$ cat src/rtl/trace_capture_fifo.sv
// Trace capture FIFO between the CPU trace port and the cosim comparator: tags words with a
// sequence number, counts branch/irq/drop events. Optional macro TRACE_CAPTURE_TIMESTAMP_EN adds out_cycle.
module trace_capture_fifo #(
  parameter int unsigned DEPTH       = 64,
  parameter int unsigned AW          = 6,
  parameter bit          STOP_ON_OVF = 1'b1
) (
  input  logic          clk,
  input  logic          reset,
  input  logic          enable,
  input  logic          trap,
  input  logic          trace_valid,
  input  logic [35:0]   trace_data,
  output logic          out_valid,
  input  logic          out_ready,
  output logic [35:0]   out_data,
  output logic [31:0]   out_seq,
`ifdef TRACE_CAPTURE_TIMESTAMP_EN
  output logic [31:0]   out_cycle,
`endif
  output logic [AW:0]   level,
  output logic          overflow,
  output logic [15:0]   dropped_count,
  output logic [31:0]   branch_count,
  output logic [31:0]   irq_count,
  output logic [1:0]    state_o
);

  localparam int unsigned DW = 36;
  localparam int unsigned SW = 32;
`ifdef TRACE_CAPTURE_TIMESTAMP_EN
  localparam int unsigned EW = DW + SW + 32;
`else
  localparam int unsigned EW = DW + SW;
`endif
  localparam logic [AW:0] FULL_LVL = (AW+1)'(DEPTH);

  typedef enum logic [1:0] {
    S_IDLE  = 2'd0,
    S_RUN   = 2'd1,
    S_DRAIN = 2'd2,
    S_HALT  = 2'd3
  } state_t;

  state_t          state, state_nxt;
  logic [EW-1:0]   mem [DEPTH];
  logic [EW-1:0]   head;
  logic [EW-1:0]   new_entry;
  logic [AW:0]     wr_ptr, rd_ptr;
  logic [31:0]     seq;
  logic            full, pop, push, drop, mem_empty, direct;
`ifdef TRACE_CAPTURE_TIMESTAMP_EN
  logic [31:0]     cyc;
`endif

  // Handshake and push/drop decisions from the registered state
  always_comb begin
    full      = (level == FULL_LVL);
    pop       = out_valid && out_ready;
    push      = trace_valid && (state == S_RUN) && (!full || pop);
    drop      = trace_valid && (state == S_RUN) && full && !pop;
    mem_empty = (wr_ptr == rd_ptr);
    // A new word bypasses the RAM when the head register is (or becomes) free
    direct    = push && (!out_valid || (pop && mem_empty));
`ifdef TRACE_CAPTURE_TIMESTAMP_EN
    new_entry = {cyc, seq, trace_data};
`else
    new_entry = {seq, trace_data};
`endif
  end

  always_comb begin
    state_nxt = state;
    case (state)
      S_IDLE:  if (enable) state_nxt = S_RUN;
      S_RUN: begin
        if (drop && STOP_ON_OVF) state_nxt = S_HALT;
        else if (trap)           state_nxt = S_DRAIN;
        else if (!enable)        state_nxt = S_IDLE;
      end
      S_DRAIN: if (level == '0) state_nxt = S_HALT;
      default: state_nxt = S_HALT;
    endcase
  end

  always_ff @(posedge clk or posedge reset) begin
    if (reset) state <= S_IDLE;
    else       state <= state_nxt;
  end

  // Backing RAM holds everything behind the head register
  always_ff @(posedge clk) begin
    if (push && !direct) mem[wr_ptr[AW-1:0]] <= new_entry;
  end

  always_ff @(posedge clk or posedge reset) begin
    if (reset) begin
      head      <= '0;
      out_valid <= 1'b0;
      wr_ptr    <= '0;
      rd_ptr    <= '0;
      level     <= '0;
    end else begin
      if (direct)                head <= new_entry;
      else if (pop && !mem_empty) head <= mem[rd_ptr[AW-1:0]];
      if (direct)                out_valid <= 1'b1;
      else if (pop && mem_empty) out_valid <= 1'b0;
      if (push && !direct)       wr_ptr <= wr_ptr + (AW+1)'(1);
      if (pop && !mem_empty)     rd_ptr <= rd_ptr + (AW+1)'(1);
      if (push && !pop)          level <= level + (AW+1)'(1);
      else if (pop && !push)     level <= level - (AW+1)'(1);
    end
  end

  always_ff @(posedge clk or posedge reset) begin
    if (reset) begin
      seq           <= '0;
      branch_count  <= '0;
      irq_count     <= '0;
      dropped_count <= '0;
      overflow      <= 1'b0;
    end else begin
      if (push) begin
        seq <= seq + 32'd1;
        if (trace_data[32]) branch_count <= branch_count + 32'd1;
        if (trace_data[35]) irq_count    <= irq_count + 32'd1;
      end
      if (drop) begin
        overflow <= 1'b1;
        if (dropped_count != 16'hFFFF) dropped_count <= dropped_count + 16'd1;
      end
    end
  end

`ifdef TRACE_CAPTURE_TIMESTAMP_EN
  always_ff @(posedge clk or posedge reset) begin
    if (reset) cyc <= '0;
    else       cyc <= cyc + 32'd1;
  end
  assign out_cycle = head[DW+SW +: 32];
`endif

  assign out_data = head[DW-1:0];
  assign out_seq  = head[DW +: SW];
  assign state_o  = state;

endmodule

$ cat config.mk
export PLATFORM = sky130hd
export DESIGN_NAME = trace_capture_fifo
export DESIGN_NICKNAME = d
export VERILOG_FILES = /design/src/rtl/trace_capture_fifo.sv
export SDC_FILE = /design/constraint.sdc
export NUM_CORES = 2
export LEC_CHECK = 0
export BUFFER_PORTS_ARGS = -buffer_cell sky130_fd_sc_hd__buf_2
export CAP_MARGIN = 20
export CORE_MARGIN = 1
export CORE_UTILIZATION = 30
export DETAILED_ROUTE_END_ITERATION = 6
export PLACE_DENSITY_LB_ADDON = 0.15
export RECOVER_POWER = 25
export SYNTH_ARGS = -nofsm -noshare
export SYNTH_HDL_FRONTEND = slang
export SYNTH_MEMORY_MAX_BITS = 65536
export SYNTH_SLANG_ARGS = --single-unit
export TNS_END_PERCENT = 5
$ cat constraint.sdc
create_clock -name clk -period 8.1 [get_ports clk]
set_clock_uncertainty 0.1 [all_clocks]
set_input_delay 0.405 -clock clk [delete_from_list [all_inputs] [get_ports clk]]
set_output_delay 0.405 -clock clk [all_outputs]
set_load 0.05 [all_outputs]
==> impl_metrics.csv <==
group,metric,value,unit
status,status,"complete, but fails checks",
status,violations,"capacitance limit, slew limit",
floorplanning,die-area,589000,um2
clock_network,cts_buffers,526,
route,detail_route.vias_per_cell,5.26,
floorplanning,die_h,768,um
floorplanning,coreArea,583000,um2
synth,synth_cell_types,69,
setup_path,crit_type,"register to register",
floorplanning,start_util,0.302,
timing,rsz0062_at_grt,"no",
worst_hold_path,whs_path_depth,4,
route,drt_iter0_markers,10700,
floorplanning,die_w,768,um
cells_and_area,layout.cells.non_filler,17500,
synth,synth-async-reset-ratio,0.0450,
clock_network,htree_levels,6,
clock_network,hold_buffers,46,
pwr,p_sw_frac,0.325,
route,routedWlPerCell,34.4,um
timing,maxSlewHeadroom,-1.65,
synth,synthSimpleGateAreaFrac,0.0237,
synth,ys.warnings.count,0,
setup_path,cp-start-kind,"register",
synth,ys_seq_elements,4557,
placement,dp.cells,16500,
clock_network,cts_resized,0,
setup_path,r2r-end,"head[12]",
placement,post-dp-hpwl,336000,um
pwr,ir_drop,0.276,mV
timing,finalCriticalPeriod,5.13,ns
synth,synth_nets,8764,
clock_network,cts_root_buffer,"clkbuf_16",
pwr,seq_power_share,0.401,
timing,worst_pin_slew,3.98,ns
setup_path,rr_worst_depth,7,
route,route.detailed.drc,0,
timing,slew_violations,2480,
grt,grt_pass1_wl,812000,um
grt,antenna_found_initial,59,
setup_path,arrival,5.87,ns
worst_hold_path,hp-start,"enable",
setup_path,r2r_slack,2.97,ns
timing,timing.setup.tns,0,ns
floorplanning,rows,280,
setup_path,worstPathRequired,8.84,ns
synth,synth_cells,8708,
clock_network,cts.path.max_buffers,4,
route,drt_wl_total,601000,um
setup_path,r2r_start,"rd_ptr[1]",
route,drt_first_pass_iters,5,
worst_hold_path,holdPathEnd,"state_o[0]",
synth,ys_seq_area_frac,0.772,
setup_path,crit_path_end_kind,"register",
grt,grt_max_degree,125,
timing,timing.fmax,195,MHz
cells_and_area,drive_gt1_frac,0.211,
cells_and_area,syn_to_final_growth,16.2,%
route,antenna_left,0,
pwr,clock_power_share,0.347,
clock_network,clk_pin_slew,0.06,ns
synth,synth_flop_cell,"edfxtp_1",
pwr,pwr-share-comb,0.252,
clock_network,cts_tree,"yes",
floorplanning,pin_count,201,
clock_network,cts_setup_buffers,0,
pwr,power.density,326,nW/um2
job,drv_cap,39,
synth,synth_xor_area_frac,0.00662,
grt,grtUsageTotal,0.198,
worst_hold_path,min_path_type,"input port to register",
synth,synth_top_family_by_area,"multiplexers",
setup_path,cp_max_fo,124,
grt,gr-total-overflow,0,
synth,synth_edf_count,4352,
cells_and_area,nets,9349,
placement,io_buffers,200,
clock_network,clk_latency,1.09,ns
timing,period_share,0.633,
timing,finalSetupViolCount,0,
synth,yosys.area_share.adder,0.00104,
clock_network,cts_sinks,4557,
pwr,power.switching,21.6,mW
grt,grt_pass1_vias,92400,
pwr,power_leakage,68.5,nW
route,via_count,91900,
synth,avgSynthCellArea,20.2,um2
synth,synth.cell_area,176000,um2
timing,final-hold-violation-count,0,
cells_and_area,fill_cells,54100,
synth,synth_compound_area_frac,0.0366,
placement,gp_congestion,0.775,
synth,synth_mux_area_frac,0.143,
pwr,p_int,45.0,mW
==> how the worst max path moves through the flow <==
stage	startpoint	to	slack [ns]	depth (start not counted)
global route	rd_ptr[1]	head[12]	2.90	7
floorplan	reset	branch_count[0]	2.00	1
finish	rd_ptr[1]	head[12]	2.97	7
global placement	rd_ptr[1]	head[12]	2.91	7
CTS	rd_ptr[1]	head[12]	2.87	7
detailed placement	rd_ptr[1]	head[12]	2.90	7
==> flip-flops by register name, summed over array words and instances (netlist names) <==
name and cells:
branch_count 32, dropped_count 16, head 68, irq_count 32, level 7, mem 4352
out_valid 1, overflow 1, rd_ptr 7, seq 32, state_o 2, wr_ptr 7
==> kinds of logic (layout without fill, tap and decap cells) <==
kind of cell | after synthesis | in the layout
buf+inv | 515 | 1506
mux | 1662 | 1662
compound gates | 967 | 967
flops | 4557 | 4557
xor+xnor | 133 | 133
simple gates | 860 | 860
fa+ha+maj | 14 | 14
other cells | 0 | 18
==> worst max-delay path, cell delays in order (launching register included) <==
cell and delay (ns):
dfrtp_4 0.83, buf_12 0.56, buf_12 0.64, mux4_2 0.63, mux2i_1 0.36, o22ai_1 0.31, nor4_1 0.95, a22oi_1 0.23
==> cells in the mapped netlist, types with 20 or more instances <==
library cell | n | area share
edfxtp_1 | 4352 | 0.74
mux2i_1 | 945 | 0.054
mux4_2 | 673 | 0.086
a22oi_1 | 365 | 0.016
a21oi_1 | 239 | 0.0068
nand2_1 | 228 | 0.0049
nand3_1 | 210 | 0.0060
dfrtp_1 | 205 | 0.029
buf_2 | 182 | 0.0052
nor2_1 | 164 | 0.0035
clkbuf_1 | 146 | 0.0031
xnor2_1 | 105 | 0.0052
buf_4 | 92 | 0.0039
a211oi_1 | 87 | 0.0037
nand4_1 | 63 | 0.0022
nor3_1 | 58 | 0.0017
o21ai_0 | 58 | 0.0017
o22ai_1 | 55 | 0.0020
buf_6 | 46 | 0.0029
mux2_2 | 44 | 0.0028
o21ai_1 | 39 | 0.0011
a31oi_1 | 35 | 0.0012
o221ai_1 | 29 | 0.0014
xor2_1 | 28 | 0.0014
and3_1 | 26 | 0.00092
nor2b_1 | 24 | 0.00085
a22o_1 | 20 | 0.0010
==> power by group through the flow <==
stage	Clock [mW]	Combinational, mW	Sequential, mW
floorplan	0	10.1	27.3
detailed placement	0	17.0	27.2
CTS	23.6	17.0	26.7
finish	23.1	16.8	26.7
global route	24.4	17.6	26.7
global placement	0	17.0	27.2
==> final cells by class <==
cell class,instances,area (um2),area share
multi-input cells,3636,37700,0.184
inverters,16,67.6,0.000330
clock inverters,239,2470,0.0121
clock buffers,695,14200,0.0692
flip-flops and latches,4557,136000,0.665
repair buffers,556,4440,0.0217
diodes,18,45.0,0.000220
well taps,7755,9700,0.0474
==> stage by stage <==
stage / utilization / setup slack, ns / total power, mW / cell area (um2) / hold slack, ns
2_1_floorplan: - / 2.00 / 37.5 / 176000 / 0.365
3_3_place_gp: 0.321 / 2.91 / 44.2 / 187000 / 0.355
3_5_place_dp: 0.322 / 2.90 / 44.2 / 187000 / 0.361
4_1_cts: 0.351 / 2.87 / 67.4 / 205000 / 0.0608
5_1_grt: 0.351 / 2.90 / 68.8 / 204000 / 0.126
6_report: 0.351 / 2.97 / 66.6 / 204000 / 0.166
==> per-layer routing <==
| layer | wire length, um | up-vias | global-route usage |
|---|---|---|---|
| li1 | - | 37100 | - |
| met1 | 261000 | 50700 | 0.278 |
| met2 | 287000 | 3412 | 0.327 |
| met3 | 40000 | 642 | 0.0327 |
| met4 | 12200 | 4 | 0.0390 |
| met5 | 31 | - | 0 |
==> layout by cell type, fill, tap and decap left out, types with 57 or more instances in the layout <==
cell / n
mux2i_1: 945
clkinv_2: 68
nor2_1: 93
a211oi_1: 87
mux4_2: 673
a22oi_1: 365
a21oi_1: 239
clkbuf_1: 182
nor2_4: 70
dfrtp_1: 176
xnor2_1: 105
clkbuf_16: 531
buf_2: 182
clkinv_1: 82
nand2_1: 225
nand3_1: 208
nor3_1: 58
nand4_1: 63
o21ai_0: 57
edfxtp_1: 4352
buf_4: 227
(Power assumes the default switching activity.)
